**config.mk**
```make
export PLATFORM = sky130hd
export DESIGN_NAME = time_frame_capture
export DESIGN_NICKNAME = d
export VERILOG_FILES = /design/src/rtl/time_frame_capture_pkg.sv /design/src/rtl/sample_scaler.sv /design/src/rtl/time_frame_capture.sv
export SDC_FILE = /design/constraint.sdc
export NUM_CORES = 1
export LEC_CHECK = 0
export CAP_MARGIN = 20
export CORE_MARGIN = 1
export CORE_UTILIZATION = 45
export CTS_CLUSTER_SIZE = 24
export DETAILED_ROUTE_END_ITERATION = 16
export PLACE_DENSITY = 0.72
export SYNTH_ARGS = -nofsm -noshare
export SYNTH_HDL_FRONTEND = slang
export SYNTH_HIERARCHICAL = 1
export SYNTH_SLANG_ARGS = --single-unit
export TNS_END_PERCENT = 10
```
**constraint.sdc**
```tcl
create_clock -name clk -period 2.98 [get_ports clk]
set_input_delay 0.298 -clock clk [delete_from_list [all_inputs] [get_ports clk]]
set_output_delay 0.298 -clock clk [all_outputs]
set_load 0.05 [all_outputs]
```
**src/rtl/time_frame_capture_pkg.sv**
```systemverilog
// Shared constants and state encoding for the time-domain frame capture block.
package time_frame_capture_pkg;

    localparam int unsigned ADDR_W    = 10;
    localparam int unsigned FRAME_LEN = 1 << ADDR_W;

    localparam int SAMPLE_MAX = 127;
    localparam int SAMPLE_MIN = -128;

    typedef enum logic [1:0] {
        StIdle,
        StArm,
        StCapture,
        StDone
    } state_e;

endpackage

```
**src/rtl/sample_scaler.sv**
```systemverilog
// Gain-dependent arithmetic right shift of a 16-bit PCM sample, saturated to 8 bits.
module sample_scaler
    import time_frame_capture_pkg::*;
(
    input  logic [15:0] sample,
    input  logic [2:0]  gain_sel,
    output logic [7:0]  scaled
);

    logic [3:0]         shift;
    logic signed [15:0] shifted;

    always_comb begin
        shift   = 4'd8 - {1'b0, gain_sel};
        shifted = $signed(sample) >>> shift;
        if (int'(shifted) > SAMPLE_MAX) begin
            scaled = 8'(SAMPLE_MAX);
        end else if (int'(shifted) < SAMPLE_MIN) begin
            scaled = 8'(SAMPLE_MIN);
        end else begin
            scaled = shifted[7:0];
        end
    end

endmodule

```
**src/rtl/time_frame_capture.sv**
```systemverilog
// Captures one frame of scaled microphone samples into the time buffer per start request.
// Optional per-frame absolute peak tracking is enabled with macro TIME_FRAME_PEAK_EN.
module time_frame_capture #(
    parameter int unsigned FRAME_LEN = 1024,
    parameter int unsigned ADDR_W    = 10
) (
    input  logic              clk,
    input  logic              reset,
    input  logic              start_i,
    input  logic              sample_valid_i,
    input  logic [15:0]       sample_i,
    input  logic [2:0]        gain_sel_i,
    output logic              frame_active_o,
    output logic              we_o,
    output logic [ADDR_W-1:0] addr_o,
    output logic [7:0]        din_o,
    output logic              frame_done_o,
    output logic              overrun_o,
    output logic [7:0]        peak_o
);

    import time_frame_capture_pkg::*;

    localparam logic [ADDR_W-1:0] LastIdx = ADDR_W'(FRAME_LEN - 1);

    state_e            state_q, state_d;
    logic [ADDR_W-1:0] idx_q, idx_d;
    logic [2:0]        gain_q, gain_d;
    logic [ADDR_W-1:0] addr_q, addr_d;
    logic [7:0]        din_q, din_d;
    logic              overrun_q, overrun_d;
    logic              we_q;
    logic              wr;
    logic [7:0]        scaled;

    // Gain is latched per frame so switch changes mid-frame have no effect.
    sample_scaler u_scaler (
        .sample   (sample_i),
        .gain_sel (gain_q),
        .scaled   (scaled)
    );

    always_comb begin
        state_d   = state_q;
        idx_d     = idx_q;
        gain_d    = gain_q;
        addr_d    = addr_q;
        din_d     = din_q;
        overrun_d = overrun_q;
        wr        = 1'b0;
        unique case (state_q)
            StIdle: begin
                if (start_i) begin
                    state_d = StArm;
                    gain_d  = gain_sel_i;
                    idx_d   = '0;
                end
            end
            StArm, StCapture: begin
                if (start_i) overrun_d = 1'b1;
                if (sample_valid_i) begin
                    wr     = 1'b1;
                    addr_d = idx_q;
                    din_d  = scaled;
                    if (idx_q == LastIdx) begin
                        idx_d   = '0;
                        state_d = StDone;
                    end else begin
                        idx_d   = idx_q + ADDR_W'(1);
                        state_d = StCapture;
                    end
                end
            end
            StDone: begin
                if (start_i) overrun_d = 1'b1;
                state_d = StIdle;
            end
            default: state_d = StIdle;
        endcase
    end

    always_ff @(posedge clk) begin
        if (reset) begin
            state_q   <= StIdle;
            idx_q     <= '0;
            gain_q    <= '0;
            addr_q    <= '0;
            din_q     <= '0;
            overrun_q <= 1'b0;
            we_q      <= 1'b0;
        end else begin
            state_q   <= state_d;
            idx_q     <= idx_d;
            gain_q    <= gain_d;
            addr_q    <= addr_d;
            din_q     <= din_d;
            overrun_q <= overrun_d;
            we_q      <= wr;
        end
    end

    assign frame_active_o = (state_q != StIdle);
    assign frame_done_o   = (state_q == StDone);
    assign we_o           = we_q;
    assign addr_o         = addr_q;
    assign din_o          = din_q;
    assign overrun_o      = overrun_q;

`ifdef TIME_FRAME_PEAK_EN
    logic [7:0] abs_scaled;
    logic [7:0] run_max_q;
    logic [7:0] peak_q;
    logic       arm;

    // |-128| does not fit in 7 bits of magnitude, so it clamps to 127.
    always_comb begin
        if (scaled[7]) begin
            abs_scaled = (scaled == 8'h80) ? 8'h7f : (~scaled + 8'd1);
        end else begin
            abs_scaled = scaled;
        end
    end

    assign arm = (state_q == StIdle) && start_i;

    always_ff @(posedge clk) begin
        if (reset) begin
            run_max_q <= '0;
            peak_q    <= '0;
        end else begin
            if (arm) begin
                run_max_q <= '0;
            end else if (wr && (abs_scaled > run_max_q)) begin
                run_max_q <= abs_scaled;
            end
            if (state_q == StDone) peak_q <= run_max_q;
        end
    end

    assign peak_o = peak_q;
`else
    assign peak_o = '0;
`endif

endmodule

```
==> report_table.html <==
<table>
<tr><th>Metric</th><th>Value</th></tr>
<tr><th colspan="2">Power</th></tr>
<tr><td>P per Cell Area</td><td>600 nW/um^2</td></tr>
<tr><td>Maximum vdd drop</td><td>0.480 mV</td></tr>
<tr><td>Leakage power summed over all cells</td><td>0.00102 uW</td></tr>
<tr><td>Part of the power in combinational logic</td><td>0.507</td></tr>
<tr><td>Share of total power consumed by net switching</td><td>0.420</td></tr>
<tr><td>Switching pwr</td><td>757 uW</td></tr>
<tr><td>Seq pwr share</td><td>0.300</td></tr>
<tr><td>Clk network pwr share</td><td>0.193</td></tr>
<tr><td>Internal portion of total power</td><td>1050 uW</td></tr>
<tr><th colspan="2">Status</th></tr>
<tr><td>Result of the run</td><td>completed</td></tr>
<tr><th colspan="2">Yosys</th></tr>
<tr><td>Number of synthesized flops with an enable pin</td><td>0</td></tr>
<tr><td>Synthesized-area fraction occupied by and/or/nand/nor cells</td><td>0.245</td></tr>
<tr><td>Synthesized-area fraction occupied by ao, oa, aoi and oai cells</td><td>0.202</td></tr>
<tr><td>Yosys synthesis warning count</td><td>6</td></tr>
<tr><td>Number of instances in the synthesized netlist</td><td>312</td></tr>
<tr><td>Async set-reset flop share out of synthesis</td><td>0</td></tr>
<tr><td>Post-synthesis share of cell area spent on full adders, half adders and majority gates</td><td>0.0252</td></tr>
<tr><td>Share of synthesized area occupied by flip-flops and latches</td><td>0.283</td></tr>
<tr><td>Mean cell area of the mapped netlist</td><td>7.94 sq um</td></tr>
<tr><td>Xor-xnor portion of the synthesized cell area</td><td>0.0172</td></tr>
<tr><td>Most common flop cell mapped by yosys</td><td>dfxtp_1</td></tr>
<tr><td>Netlist Area Pre-Place</td><td>2480 sq um</td></tr>
<tr><td>Main combinational cell family by area after synthesis</td><td>simple AND/OR/NAND/NOR gates</td></tr>
<tr><td>Count of different cell masters after synthesis</td><td>59</td></tr>
<tr><td>Share of synthesized area spent on multiplexers</td><td>0.146</td></tr>
<tr><td>Register bit total from synthesis</td><td>35</td></tr>
<tr><th colspan="2">Timing</th></tr>
<tr><td>Final Critical Period</td><td>2.74 ns</td></tr>
<tr><td>Setup violations, final</td><td>0</td></tr>
<tr><td>Worst slew pin tran</td><td>0.641 ns</td></tr>
<tr><td>Worst max-slew margin expressed relative to the limit</td><td>0.573</td></tr>
<tr><td>Highest clock frequency the design can meet</td><td>365 MHz</td></tr>
<tr><td>Period Utilization, post-route</td><td>0.920</td></tr>
<tr><td>Number of pins exceeding their max-slew limit in the final report</td><td>0</td></tr>
<tr><td>Largest clock skew in the final design</td><td>0.00775 ns</td></tr>
<tr><td>Final hold vios</td><td>0</td></tr>
<tr><td>Setup TNS after final layout</td><td>0 ns</td></tr>
<tr><td>Setup repair after global routing missed its margin</td><td>false</td></tr>
<tr><th colspan="2">Clock network</th></tr>
<tr><td>Clock Tree Buf Depth</td><td>2</td></tr>
<tr><td>Clock tree root driver cell</td><td>clkbuf_8</td></tr>
<tr><td>Post-CTS Hold Fix Bufs</td><td>0</td></tr>
<tr><td>Clock latency on the worst-skew pair</td><td>0.29 ns</td></tr>
<tr><td>Clock-pin transition on the worst setup and hold timing paths</td><td>0.07 ns</td></tr>
<tr><td>Clock buffers created by TritonCTS</td><td>5</td></tr>
<tr><td>Number of sinks on the clock net</td><td>35</td></tr>
<tr><td>Clock tree from TritonCTS</td><td>done</td></tr>
<tr><td>CTS H-Tree Depth</td><td>2</td></tr>
<tr><th colspan="2">Placed design</th></tr>
<tr><td>Number of cells after detailed placement</td><td>411</td></tr>
<tr><td>Placer Congestion</td><td>0.885</td></tr>
<tr><td>Half-perimeter wire length after detailed placement</td><td>4.26 mm</td></tr>
<tr><td>Input/output buffers</td><td>44</td></tr>
<tr><th colspan="2">GRT</th></tr>
<tr><td>Antenna violations before repair</td><td>0</td></tr>
<tr><td>Met1 usage</td><td>0.293</td></tr>
<tr><td>Global-route wire length before repair</td><td>9.87 mm</td></tr>
<tr><td>All-Layer GR Usage</td><td>0.208</td></tr>
<tr><td>Met3 usage in global routing</td><td>0.0395</td></tr>
<tr><td>Vias in the first global route</td><td>2,066</td></tr>
<tr><td>Met2 GRT Util</td><td>0.314</td></tr>
<tr><td>GR Overflow Total</td><td>0</td></tr>
<tr><td>Largest net degree at the start of global routing</td><td>33</td></tr>
<tr><td>Gr busiest metal</td><td>met2</td></tr>
<tr><th colspan="2">Final layout</th></tr>
<tr><td>Final-stage net count</td><td>376</td></tr>
<tr><td>Commonest non-fill, non-tap cell in the layout</td><td>nand2_1</td></tr>
<tr><td>Signed area change from the synthesized netlist to the final layout</td><td>21.2%</td></tr>
<tr><td>Fraction of final layout cells sized beyond drive strength 1</td><td>0.112</td></tr>
<tr><td>Final cell count without fillers</td><td>418</td></tr>
<tr><td>Diodes inserted</td><td>0</td></tr>
<tr><td>Most used cells in the layout excluding fill and tap cells</td><td>62 x nand2_1, 44 x clkdlybuf4s50_1, 35 x dfxtp_1</td></tr>
<tr><th colspan="2">Die</th></tr>
<tr><td>Die footprint</td><td>5810 sq um</td></tr>
<tr><td>Starting utilization of the core area</td><td>0.476</td></tr>
<tr><td>Core outline area</td><td>5200 sq um</td></tr>
<tr><td>Die extent in x</td><td>76.2 um</td></tr>
<tr><td>Top-level port count</td><td>53</td></tr>
<tr><td>Die Y</td><td>76.2 um</td></tr>
<tr><td>Number of standard-cell rows in the floorplan</td><td>26</td></tr>
<tr><th colspan="2">Setup path</th></tr>
<tr><td>Worst setup endpoint</td><td>din_o[3]</td></tr>
<tr><td>Critical path data required time</td><td>3.14 ns</td></tr>
<tr><td>Number of cell instances on the worst register-to-register path</td><td>9</td></tr>
<tr><td>Setup crit start kind</td><td>flop</td></tr>
<tr><td>Crit path max fanout</td><td>17</td></tr>
<tr><td>Beginning of the critical path</td><td>gain_q[1]</td></tr>
<tr><td>Destination of the worst register-to-register timing path</td><td>din_o[3]</td></tr>
<tr><td>Crit Path Category</td><td>flop to flop</td></tr>
<tr><td>Endpoint type of the worst setup path</td><td>flop</td></tr>
<tr><td>Data arrival time of the worst path</td><td>2.90 ns</td></tr>
<tr><td>FF-to-FF Start</td><td>gain_q[1]</td></tr>
<tr><td>Worst R2R Setup Slack</td><td>0.24 ns</td></tr>
<tr><th colspan="2">Route</th></tr>
<tr><td>Wire per inst</td><td>13.8 um</td></tr>
<tr><td>Total via count after detailed routing</td><td>2,345</td></tr>
<tr><td>Router iterations before antenna repair</td><td>4</td></tr>
<tr><td>Post-route ant nets</td><td>0</td></tr>
<tr><td>Remaining design rule violation count</td><td>0</td></tr>
<tr><td>Detailed-route wire length</td><td>5.78 mm</td></tr>
<tr><td>Post-detailed-route via-to-cell ratio</td><td>5.61</td></tr>
<tr><td>Detailed Route Iter0 Violations</td><td>207</td></tr>
<tr><th colspan="2">Min path</th></tr>
<tr><td>Class of the most critical hold timing path</td><td>flop to flop</td></tr>
<tr><th colspan="2">Run</th></tr>
<tr><td>Max cap viols</td><td>0</td></tr>
</table>
[metrics by stage]
stage	utilization	power (uW)	hold slack (ns)	instance area, sq um	worst slack, ns
floorplan	-	1250	0.433	2500	0.462
global placement	0.559	1450	0.446	2910	0.181
detailed placement	0.559	1460	0.447	2910	0.0419
CTS	0.576	1800	0.456	3000	0.0367
global route	0.577	1920	0.478	3000	0.0492
finish	0.577	1800	0.452	3000	0.238
[cells by family (layout without fill, tap and decap cells)]
family / count (synthesis) / after routing
AO/OA/AOI/OAI: 75 / 75
XOR/XNOR: 4 / 4
adder cells (fa/ha/maj): 5 / 5
buffers and inverters: 37 / 66
flip-flops: 35 / 35
multiplexers: 26 / 26
other: 1 / 8
AND/OR/NAND/NOR: 129 / 129
[per-layer routing]
layer	vias up	share of wire	routed length, um
li1	1182	-	-
met1	1075	0.47	2740
met2	79	0.45	2590
met3	9	0.063	362
met4	0	0.015	87
met5	-	0	0
[worst max-delay path: stages (launching register included)]
cell and delay, ns:
dfxtp_1 0.45, inv_1 0.07, ha_2 0.49, buf_4 0.31, mux2i_1 0.43, inv_1 0.14, o31ai_4 0.41, a32oi_1 0.15
nand2_1 0.09, a21oi_1 0.07
[synth_stat cells (all sizes together) (6+ instances only)]
master | n | area share
mux2 | 16 | 0.074
dfxtp | 35 | 0.28
o21ai | 12 | 0.024
nor3 | 9 | 0.018
nor2 | 23 | 0.036
clkbuf | 10 | 0.015
a21oi | 27 | 0.055
nand3 | 11 | 0.024
mux4 | 6 | 0.056
buf | 17 | 0.049
nand2 | 62 | 0.094
inv | 10 | 0.015
[layout make-up]
| class | instances | area, sq um |
|---|---|---|
| multi-input cells | 247 | 1610 |
| clock buffers | 6 | 82.6 |
| repair buffers | 49 | 478 |
| fillers | 478 | 2200 |
| clock inverters | 1 | 5.00 |
| inverters | 10 | 37.5 |
| flip-flops and latches | 35 | 701 |
| well taps | 70 | 87.6 |
[flip-flops by register name, summed over array words and instances (netlist names)]
signal     flops
addr_o        10
idx_q         10
state_q        2
overrun_o      1
din_o          8
we_o           1
gain_q         3
[repair_timing]
| action | in CTS | in global routing |
|---|---|---|
| gates resized for setup | 0 | 2 |
| setup endpoints to repair | 0 | 7 |
| buffers inserted | 0 | 0 |
[power by group through the flow]
stage | clock network (uW) | logic (uW) | registers [uW]
CTS | 355 | 907 | 542
global route | 379 | 993 | 549
floorplan | 0 | 619 | 632
detailed placement | 0 | 904 | 554
finish | 347 | 914 | 542
global placement | 0 | 899 | 552
[how the worst min path moves through the flow]
stage,to,cells after the start,from,slack [ns]
after global placement,addr_o[2],2,addr_o[2],0.45
final,din_o[3],2,din_o[3],0.45
after CTS,din_o[3],2,din_o[3],0.46
after global routing,din_o[3],2,din_o[3],0.48
after floorplan,gain_q[2],2,gain_q[2],0.43
after detailed placement,addr_o[4],2,addr_o[4],0.45
Power figures use the tool's default switching activity.
